===== src/rtl/ps2_pkg.sv =====
// Shared types and constants for the PS/2 host port: FSM states, key event record, prefix codes.
package ps2_pkg;

  typedef enum logic [1:0] {
    RX_IDLE,
    RX_DATA,
    RX_PARITY,
    RX_STOP
  } rx_state_e;

  typedef enum logic [2:0] {
    TX_IDLE,
    TX_INHIBIT,
    TX_REQ,
    TX_BITS,
    TX_PARITY,
    TX_STOP,
    TX_ACK
  } tx_state_e;

  typedef struct packed {
    logic [7:0] code;
    logic       ext;
    logic       rel;
  } ps2_event_t;

  localparam logic [7:0] PS2_PREFIX_EXT = 8'hE0;
  localparam logic [7:0] PS2_PREFIX_REL = 8'hF0;

  // Parity bit that makes the 9-bit group {b, p} odd.
  function automatic logic odd_parity(input logic [7:0] b);
    return ~^b;
  endfunction

endpackage


===== src/rtl/ps2_event_fifo.sv =====
// Synchronous event FIFO, power-of-2 DEPTH; a push while full succeeds only if a pop happens in the same cycle.
module ps2_event_fifo
  import ps2_pkg::*;
#(
  parameter int unsigned DEPTH = 8
) (
  input  logic       clk,
  input  logic       rst,
  input  logic       push_i,
  input  ps2_event_t wdata_i,
  input  logic       pop_i,
  output ps2_event_t rdata_o,
  output logic       full_o,
  output logic       empty_o
);

  localparam int unsigned AW = $clog2(DEPTH);
  localparam logic [AW:0] FULL_CNT = DEPTH[AW:0];

  ps2_event_t    mem_q [DEPTH];
  logic [AW-1:0] wr_q, rd_q;
  logic [AW:0]   cnt_q;
  logic          do_push, do_pop;

  assign empty_o = (cnt_q == '0);
  assign full_o  = (cnt_q == FULL_CNT);
  assign do_pop  = pop_i & ~empty_o;
  assign do_push = push_i & (~full_o | do_pop);
  assign rdata_o = mem_q[rd_q];

  always_ff @(posedge clk) begin
    if (do_push) mem_q[wr_q] <= wdata_i;
  end

  always_ff @(posedge clk) begin
    if (rst) begin
      wr_q  <= '0;
      rd_q  <= '0;
      cnt_q <= '0;
    end else begin
      if (do_push) wr_q <= wr_q + AW'(1);
      if (do_pop)  rd_q <= rd_q + AW'(1);
      case ({do_push, do_pop})
        2'b10:   cnt_q <= cnt_q + (AW+1)'(1);
        2'b01:   cnt_q <= cnt_q - (AW+1)'(1);
        default: cnt_q <= cnt_q;
      endcase
    end
  end

endmodule


===== src/rtl/ps2_host.sv =====
// PS/2 host port: deglitched receive, E0/F0 key-event decode into a FIFO, optional host-to-device
// transmit built when PS2_HOST_TX_EN is defined.
module ps2_host
  import ps2_pkg::*;
#(
  parameter int unsigned FILTER_LEN     = 16,
  parameter int unsigned TIMEOUT_W      = 16,
  parameter int unsigned FIFO_DEPTH     = 8,
  parameter int unsigned INHIBIT_CYCLES = 1000
) (
  input  logic       clk,
  input  logic       rst,
  input  logic       ps2clk_ext,
  input  logic       ps2data_ext,
  output logic       ps2clk_oe,
  output logic       ps2data_oe,
  input  logic       rx_en,
  output logic       ev_valid,
  input  logic       ev_ready,
  output logic [7:0] ev_code,
  output logic       ev_ext,
  output logic       ev_rel,
  output logic       overflow,
  output logic       frame_err,
  input  logic       tx_valid,
  input  logic [7:0] tx_data,
  output logic       tx_ready,
  output logic       tx_done,
  output logic       tx_ack
);

  localparam logic [FILTER_LEN-1:0] FEDGE_PAT =
    {{(FILTER_LEN/4){1'b1}}, {(3*FILTER_LEN/4){1'b0}}};

  logic [1:0]            clk_sync_q, data_sync_q;
  logic [FILTER_LEN-1:0] hist_q;
  logic [TIMEOUT_W-1:0]  to_cnt_q;
  rx_state_e             rx_state_q, rx_state_d;
  logic [7:0]            rx_shift_q, rx_shift_d;
  logic [2:0]            rx_bit_q, rx_bit_d;
  logic                  ext_pend_q, ext_pend_d, rel_pend_q, rel_pend_d, ovf_q;

  logic       data_s, fedge, timeout, tx_idle, tx_accept;
  logic       rx_adv, rx_step, par_ok, push;
  logic       fifo_full, fifo_empty;
  ps2_event_t ev_in, ev_head;

  assign data_s  = data_sync_q[1];
  assign fedge   = (hist_q == FEDGE_PAT);
  assign timeout = &to_cnt_q;
  assign rx_adv  = fedge & rx_en & tx_idle;
  assign rx_step = rx_adv & ~timeout;
  assign par_ok  = ^{rx_shift_q, data_s};

  always_ff @(posedge clk) begin
    if (rst) begin
      clk_sync_q  <= '1;
      data_sync_q <= '1;
      hist_q      <= '1;
      to_cnt_q    <= '0;
      rx_state_q  <= RX_IDLE;
      rx_shift_q  <= '0;
      rx_bit_q    <= '0;
      ext_pend_q  <= 1'b0;
      rel_pend_q  <= 1'b0;
      ovf_q       <= 1'b0;
    end else begin
      clk_sync_q  <= {clk_sync_q[0], ps2clk_ext};
      data_sync_q <= {data_sync_q[0], ps2data_ext};
      hist_q      <= {hist_q[FILTER_LEN-2:0], clk_sync_q[1]};
      // Clearing on tx acceptance too keeps a free-running count from aborting a fresh transmit.
      if ((fedge & (rx_en | ~tx_idle)) | tx_accept) to_cnt_q <= '0;
      else                                          to_cnt_q <= to_cnt_q + TIMEOUT_W'(1);
      rx_state_q  <= rx_state_d;
      rx_shift_q  <= rx_shift_d;
      rx_bit_q    <= rx_bit_d;
      ext_pend_q  <= ext_pend_d;
      rel_pend_q  <= rel_pend_d;
      if (push & fifo_full & ~ev_ready) ovf_q <= 1'b1;
    end
  end

  always_comb begin
    rx_state_d = rx_state_q;
    rx_shift_d = rx_shift_q;
    rx_bit_d   = rx_bit_q;
    if (timeout) begin
      rx_state_d = RX_IDLE;
    end else if (rx_adv) begin
      unique case (rx_state_q)
        RX_IDLE: if (!data_s) begin
          rx_state_d = RX_DATA;
          rx_bit_d   = '0;
        end
        RX_DATA: begin
          rx_shift_d = {data_s, rx_shift_q[7:1]};
          rx_bit_d   = rx_bit_q + 3'd1;
          if (rx_bit_q == 3'd7) rx_state_d = RX_PARITY;
        end
        RX_PARITY: rx_state_d = par_ok ? RX_STOP : RX_IDLE;
        RX_STOP:   rx_state_d = RX_IDLE;
        default:   rx_state_d = RX_IDLE;
      endcase
    end
  end

  always_comb begin
    frame_err  = rx_step & (((rx_state_q == RX_PARITY) & ~par_ok) |
                            ((rx_state_q == RX_STOP) & ~data_s));
    push       = 1'b0;
    ext_pend_d = ext_pend_q;
    rel_pend_d = rel_pend_q;
    if (rx_step && rx_state_q == RX_STOP && data_s) begin
      if (rx_shift_q == PS2_PREFIX_EXT)      ext_pend_d = 1'b1;
      else if (rx_shift_q == PS2_PREFIX_REL) rel_pend_d = 1'b1;
      else begin
        push       = 1'b1;
        ext_pend_d = 1'b0;
        rel_pend_d = 1'b0;
      end
    end
  end

  assign ev_in.code = rx_shift_q;
  assign ev_in.ext  = ext_pend_q;
  assign ev_in.rel  = rel_pend_q;

  ps2_event_fifo #(.DEPTH(FIFO_DEPTH)) u_fifo (
    .clk     (clk),
    .rst     (rst),
    .push_i  (push),
    .wdata_i (ev_in),
    .pop_i   (ev_ready),
    .rdata_o (ev_head),
    .full_o  (fifo_full),
    .empty_o (fifo_empty)
  );

  assign ev_valid = ~fifo_empty;
  assign ev_code  = ev_head.code;
  assign ev_ext   = ev_head.ext;
  assign ev_rel   = ev_head.rel;
  assign overflow = ovf_q;

`ifdef PS2_HOST_TX_EN
  localparam int unsigned INH_W = $clog2(INHIBIT_CYCLES + 1);
  localparam logic [INH_W-1:0] INH_LAST = INH_W'(INHIBIT_CYCLES - 1);

  tx_state_e        tx_state_q, tx_state_d;
  logic [7:0]       tx_byte_q, tx_byte_d;
  logic [2:0]       tx_bit_q, tx_bit_d;
  logic [INH_W-1:0] inh_q, inh_d;
  logic             rx_start, clk_oe_c, data_oe_c, ready_c;

  assign rx_start  = rx_step & (rx_state_q == RX_IDLE) & ~data_s;
  assign tx_idle   = (tx_state_q == TX_IDLE);
  assign ready_c   = tx_idle & (rx_state_q == RX_IDLE) & ~rx_start;
  assign tx_accept = tx_valid & ready_c;

  always_ff @(posedge clk) begin
    if (rst) begin
      tx_state_q <= TX_IDLE;
      tx_byte_q  <= '0;
      tx_bit_q   <= '0;
      inh_q      <= '0;
    end else begin
      tx_state_q <= tx_state_d;
      tx_byte_q  <= tx_byte_d;
      tx_bit_q   <= tx_bit_d;
      inh_q      <= inh_d;
    end
  end

  always_comb begin
    tx_state_d = tx_state_q;
    tx_byte_d  = tx_byte_q;
    tx_bit_d   = tx_bit_q;
    inh_d      = inh_q;
    if (!tx_idle && timeout) begin
      tx_state_d = TX_IDLE;
    end else begin
      unique case (tx_state_q)
        TX_IDLE: if (tx_accept) begin
          tx_state_d = TX_INHIBIT;
          tx_byte_d  = tx_data;
          inh_d      = '0;
        end
        TX_INHIBIT: begin
          inh_d = inh_q + INH_W'(1);
          if (inh_q == INH_LAST) tx_state_d = TX_REQ;
        end
        TX_REQ: if (fedge) begin
          tx_state_d = TX_BITS;
          tx_bit_d   = '0;
        end
        TX_BITS: if (fedge) begin
          tx_bit_d = tx_bit_q + 3'd1;
          if (tx_bit_q == 3'd7) tx_state_d = TX_PARITY;
        end
        TX_PARITY: if (fedge) tx_state_d = TX_STOP;
        TX_STOP:   if (fedge) tx_state_d = TX_ACK;
        TX_ACK:    if (fedge) tx_state_d = TX_IDLE;
        default:   tx_state_d = TX_IDLE;
      endcase
    end
  end

  always_comb begin
    clk_oe_c  = (tx_state_q == TX_INHIBIT);
    data_oe_c = 1'b0;
    unique case (tx_state_q)
      TX_REQ:    data_oe_c = 1'b1;
      TX_BITS:   data_oe_c = ~tx_byte_q[tx_bit_q];
      TX_PARITY: data_oe_c = ~odd_parity(tx_byte_q);
      default:   data_oe_c = 1'b0;
    endcase
    tx_done = (~tx_idle & timeout) | ((tx_state_q == TX_ACK) & fedge & ~timeout);
    tx_ack  = (tx_state_q == TX_ACK) & fedge & ~timeout & ~data_s;
  end

  // Reset releases the lines combinationally so a mid-frame reset frees the bus at once.
  assign ps2clk_oe  = clk_oe_c & ~rst;
  assign ps2data_oe = data_oe_c & ~rst;
  assign tx_ready   = ready_c & ~rst;
`else
  logic unused_tx;
  assign unused_tx  = ^{tx_valid, tx_data};
  assign tx_idle    = 1'b1;
  assign tx_accept  = 1'b0;
  assign ps2clk_oe  = 1'b0;
  assign ps2data_oe = 1'b0;
  assign tx_ready   = 1'b0;
  assign tx_done    = 1'b0;
  assign tx_ack     = 1'b0;
`endif

endmodule

===== config.mk =====
export PLATFORM = sky130hd
export DESIGN_NAME = ps2_host
export DESIGN_NICKNAME = d
export VERILOG_FILES = /design/src/rtl/ps2_pkg.sv /design/src/rtl/ps2_event_fifo.sv /design/src/rtl/ps2_host.sv
export SDC_FILE = /design/constraint.sdc
export NUM_CORES = 1
export LEC_CHECK = 0
export ABC_AREA = 1
export ABC_CLOCK_PERIOD_IN_PS = 6200
export BUFFER_PORTS_ARGS = -buffer_cell sky130_fd_sc_hd__buf_2
export CORE_ASPECT_RATIO = 0.6
export CORE_UTILIZATION = 35
export CTS_CLUSTER_SIZE = 8
export DETAILED_ROUTE_END_ITERATION = 6
export GPL_ROUTABILITY_DRIVEN = 0
export GPL_TIMING_DRIVEN = 0
export PLACE_DENSITY = 0.54
export SLEW_MARGIN = 15
export SYNTH_ARGS = -nofsm -noshare
export SYNTH_HDL_FRONTEND = slang
export SYNTH_HIERARCHICAL = 1
export SYNTH_SLANG_ARGS = --single-unit

===== constraint.sdc =====
create_clock -name clk -period 6.2 [get_ports clk]
set_clock_uncertainty 0.2 [all_clocks]
set_input_delay 1.24 -clock clk [delete_from_list [all_inputs] [get_ports clk]]
set_output_delay 1.24 -clock clk [all_outputs]
set_load 0.02 [all_outputs]

### Yosys cells after proc, flatten, opt, wreduce, memory -nomap -nowiden

Memories as Yosys holds them, arrays and structs flattened. A register that Yosys moved wholly into a read port is not among the register bits.
Cells that the tools add are included.
W data, S select, Z words.

* $add $sub $neg: 6
* multipliers: 0
* divide/modulo/power cells: 0
* order comparisons: 0
* equality and inequality tests: 13
* shift-type cells: 0
* multiplexer cells: 17
* bitwise operators: 18
* reductions and logical operators: 15

Operator list (number)
* $add A16 B1 Y16 const B: 1
* $eq A16 B16 Y1 const B: 1
* $eq A8 B8 Y1 const B: 2
* $reduce_and A16 Y1: 1
* $add A3 B1 Y3 const B: 3
* $and A1 B1 Y1: 9
* $mux W3: 3
* $reduce_xor A9 Y1: 1
* $mux W1: 8
* $pmux W2 S4: 1
* $pmux W4 S2: 1
* $not A1 Y1: 7
* $eq A2 B2 Y1 const B: 3
* $mux W2: 3
* $ne A2 B2 Y1 const B: 3
* $pmux W3 S2: 1
* $reduce_and A3 Y1: 2
* $add A4 B1 Y4 const B: 1
* $eq A2 B1 Y1 const B: 2
* $eq A4 B4 Y1 const B: 1
* $logic_not A4 Y1: 1
* $reduce_and A2 Y1: 2
* $reduce_and A4 Y1: 1
* $reduce_bool A2 Y1: 2
* other kinds (6): 9

* register bits: 62
* bits in latches: 0
* memory bits (writable): 80
* bits in read-only memories: 0
* logic and storage cells: 83
* memories: 1

Memory list
* u_fifo.mem_q: words 8, bits a word 10, read ports 1, clocked after memory_dff 1, write ports 1, line ps2_event_fifo.sv:20 `ps2_event_t mem_q [DEPTH];`

### Logic depth before layout (Yosys ltp)

* word-level depth: 9
* gate-level depth with buffers: 21
* depth with buffers taken out: 21

### Modules after synthesis

Netlist, hierarchy kept.

Modules (own cells, without submodules)
* ps2_event_fifo: instances 1, cells each 322, area an instance 3802.4 um2
* ps2_host: instances 1, cells each 311, area an instance 2326.0 um2

### Worst setup path after synthesis

No wires, ideal clock.

* kind: in2out
* start point: in rx_en
* end point: out frame_err
* data arrival time: 1.973 ns
* data required time: 4.760 ns
* path slack: 2.787 ns
* stages: 5
* cell sequence: nand3_1 nor3_1 nand2_1 nor2_1 o21a_1

* cells in the longest elaborated chain, start to end: 3

Ends and longest elaborated chain
* from (decl): line ps2_host.sv:17 `input logic rx_en,`
* $and A1 B1 Y1: line ps2_host.sv:51 `assign rx_adv = fedge & rx_en & tx_idle;`
* $and A1 B1 Y1: line ps2_host.sv:52 `assign rx_step = rx_adv & ~timeout;`
* $and A1 B1 Y1: line ps2_host.sv:108 `frame_err = rx_step & (((rx_state_q == RX_PARITY) & ~par_ok) |`
* to (decl): line ps2_host.sv:24 `output logic frame_err,`

Every way passes these cells.

### Worst setup path in the final report

Same ends and word-level chain as after synthesis.

==> summary.md <==
| Metric | Value |
|---|---|
| PD cells | 375.6 mW/mm² |
| Worst-path clk slew | 0.06 ns |
| Critical setup path kind | input pin to primary output |
| DR WL/cell | 14.19 µm |
| Register area | 0.003704 mm² |
| Fill cell count | 1646 |
| CP bufs+invs | 2 |
| FMAX | 0.2624 GHz |
| Psw | 0.8262 mW |
| Area of the multi-input gates | 0.002101 mm² |
| All-Layer GR Usage | 0.1584 |
| Ports | 33 |
| CP delay by family, top | simple AND/OR/NAND/NOR gates |
| Core area | 0.01713 mm² |
| Number of global-route vias before repair | 4322 |
| VDD IR max | 0.1856 mV |
| Critical-path top delay cell | nor3_1 |
| R2r setup slk | 2.84 ns |
| Critical Path Source Type | input pin |
| Arr. time, crit path | 2.37 ns |
| Post-DRT Antenna Nets | 0 |
| CTS max path bufs | 2 |
| Post-cts resize count | 0 |
| Overflow after GRT | 0 |
| Number of synthesized flops with an enable pin | 80 |
| Worst skew pair latency | 0.41 ns |
| Syn Std Cell Area | 0.006128 mm² |
| Initial Util | 0.3578 |
| Fraction of layout cells with a size suffix above 1 | 0.1681 |
| Unrepaired setup endpoints after global routing | false |
| Port bufs | 18 |
| Synth warn | 6 |
| DR vias | 4358 |
| CP cell instances | buf_2 -> nand3_1 -> nor3_1 -> nand2_1 -> nor2_1 -> o21a_1 -> buf_2 |
| Leading area contributor after synthesis | edfxtp_1 |
| Synth top area share | 0.3920 |
| Post-synth ARST share | 0 |
| Hold Violations, Final | 0 |
| Switching part of the total | 0.3065 |
| Number of setup violations in the final report | 0 |
| DPL Wire Length | 9399 µm |
| Setup crit end kind | primary output |
| Flops & latches, synth | 145 |
| Max stage delay on crit path | 0.25 ns |
| Outcome | completed |
| Initial antenna violation count | 0 |
| Htree depth | 4 |
| Int Power | 1.870 mW |
| Syn-to-layout area delta | 17.13% |
| Worst Path Required | 4.76 ns |
| Worst-Margin Slew | 1.208 ns |
| Num rows | 37 |
| Num CTS Buffers | 17 |
| Die Wd | 172.8 µm |
| Most frequent cells after synthesis | nand2_1 (121), edfxtp_1 (80), nor2_1 (79) |
| CTS Hold Bufs | 0 |
| Power Total | 2.696 mW |
| Largest net degree at the start of global routing | 17 |
| Vias per cell | 4.716 |
| DR iter-0 viols | 300 |
| Yosys cell types | 40 |
| Clock root buffer | clkbuf_16 |
| Drt first pass iters | 5 |
| Final setup TNS | 0 ns |
| Max FO, Critical Path | 3 |
| Setup Buffers After CTS | 0 |
| Synth area leaders | edfxtp_1 (39%), dfxtp_1 (21%), nand2_1 (7.4%), nor2_1 (4.8%), inv_1 (3.5%) |
| First-pass GRT wire length | 21930 µm |
| Die Area | 0.01806 mm² |
| Final WL | 13110 µm |
| Tcrit/Tclk final | 0.6146 |
| Relative slew slack | 0.1915 |
| CTS tree | built |
| Ant diodes | 0 |
| Min Tclk post-route | 3.810 ns |
| Top-count cell post-synth | nand2_1 |
| Cells after Synth | 633 |
| Chip height | 104.5 µm |
| Sink Count | 145 |
| Sequential fraction of design power | 0.394 |
| Clk pwr share | 0.387 |
| Combinational Power Share | 0.218 |
| Nets | 700 |
| Final Max Slew Viols | 0 |
| Max Cap Viol | 0 |
| Seq/Total Area, Yosys | 0.6043 |
| Residual DRC | 0 |
| Hold crit path type | register to register |
| LEAKAGE | 2.792 nW |
| Post-Syn Area per Cell | 9.681 µm² |
| Worst path most repeated cell | buf_2 |
| Ys flop type | edfxtp_1 |
[registers in the layout, indices dropped and copies added, names as in the netlist, named ones only]
| signal | flops |
|---|---|
| overflow | 1 |
| ext_pend_q | 1 |
| data_sync_q | 2 |
| u_fifo/rd_q | 3 |
| hist_q | 16 |
| rx_shift_q | 8 |
| u_fifo/cnt_q | 4 |
| u_fifo/wr_q | 3 |
| clk_sync_q | 2 |
| u_fifo/mem_q | 80 |
| to_cnt_q | 16 |
| rx_state_q | 2 |
| rx_bit_q | 3 |
| rel_pend_q | 1 |
[kinds of logic (layout without fill, tap and decap cells)]
logic type,Yosys count,in the layout,synth area share
muxes,10,10,0.01633
buffers and inverters,85,138,0.05860
DFF,145,145,0.6043
AOI/OAI and AO/OA,99,99,0.08779
xor gates and xnor gates,8,8,0.01143
and+or+nand+nor,277,277,0.2046
other,1,5,0.0006119
adders and majority gates,8,8,0.01633
[cell type report]
| type | count | share of cell area |
|---|---|---|
| buffer | 21 | 0.01656 |
| clock buffer | 17 | 0.05926 |
| clock inverter | 15 | 0.02510 |
| inverter | 64 | 0.03347 |
| multi-input combinational | 407 | 0.2927 |
| sequential | 145 | 0.5159 |
| tap | 234 | 0.04079 |
| timing repair buffer | 21 | 0.01621 |
[per-stage QoR]
stage	instance area (µm²)	hold WS [ns]	setup WS, ns	util	instances
floorplan	6143	0.1895	2.787	-	637
global placement	6526	0.2031	1.653	0.3810	889
detailed placement	6573	0.1990	2.062	0.3837	892
CTS	7178	0.2213	2.393	0.4191	924
global route	7178	0.2375	2.272	0.4191	924
finish	7178	0.2167	2.390	0.4191	924
[worst reg2reg max path, cell delays in order, from the launching register on]
cell	delay, ns
dfxtp_1	0.32
ha_1	0.21
nand2_1	0.08
inv_2	0.05
nand2_2	0.08
nor2_1	0.06
nand4_2	0.15
inv_1	0.08
nor2_1	0.21
nand4_1	0.17
inv_1	0.17
nand2_4	0.13
inv_2	0.10
nand2_4	0.06
nor2_1	0.91
[worst paths after layout]
path	cells after the start	endpoint	from
worst max-delay path	7	frame_err	rx_en
worst min-delay path	1	clk_sync_q[1]	clk_sync_q[0]
worst max register to register	14	u_fifo/mem_q[0][9]	to_cnt_q[0]
worst min register to register	1	clk_sync_q[1]	clk_sync_q[0]
[power by group through the flow]
| stage | logic [mW] | registers (mW) | clock network, mW |
|---|---|---|---|
| floorplan | 0.422 | 1.08 | 0 |
| global placement | 0.567 | 1.08 | 0 |
| detailed placement | 0.583 | 1.08 | 0 |
| CTS | 0.587 | 1.06 | 1.07 |
| global route | 0.661 | 1.07 | 1.11 |
| finish | 0.589 | 1.06 | 1.04 |
[cell usage in the layout (no fill, tap or decap), types with 5 or more instances in the layout]
cell type  instances
inv_6              5
edfxtp_1          80
nor3_1             7
or2_2             15
inv_1             57
clkbuf_1           6
nand4_1            8
nor3_2             6
o21ai_0           40
a21oi_1           24
ha_1               8
buf_2             26
nand3_1           18
o21ai_1           15
mux2i_1           10
buf_4              8
inv_2              5
nor2_1            79
clkbuf_16         17
conb_1             5
dfxtp_1           65
o22ai_1           11
nand2_1          121
[routing by layer]
layer / GRT usage / wire (µm)
met3: 0.04203 / 535
met5: 0 / 0
met1: 0.2278 / 7046
met4: 0.04614 / 102
met2: 0.2321 / 5427
(Power assumes the default switching activity.)
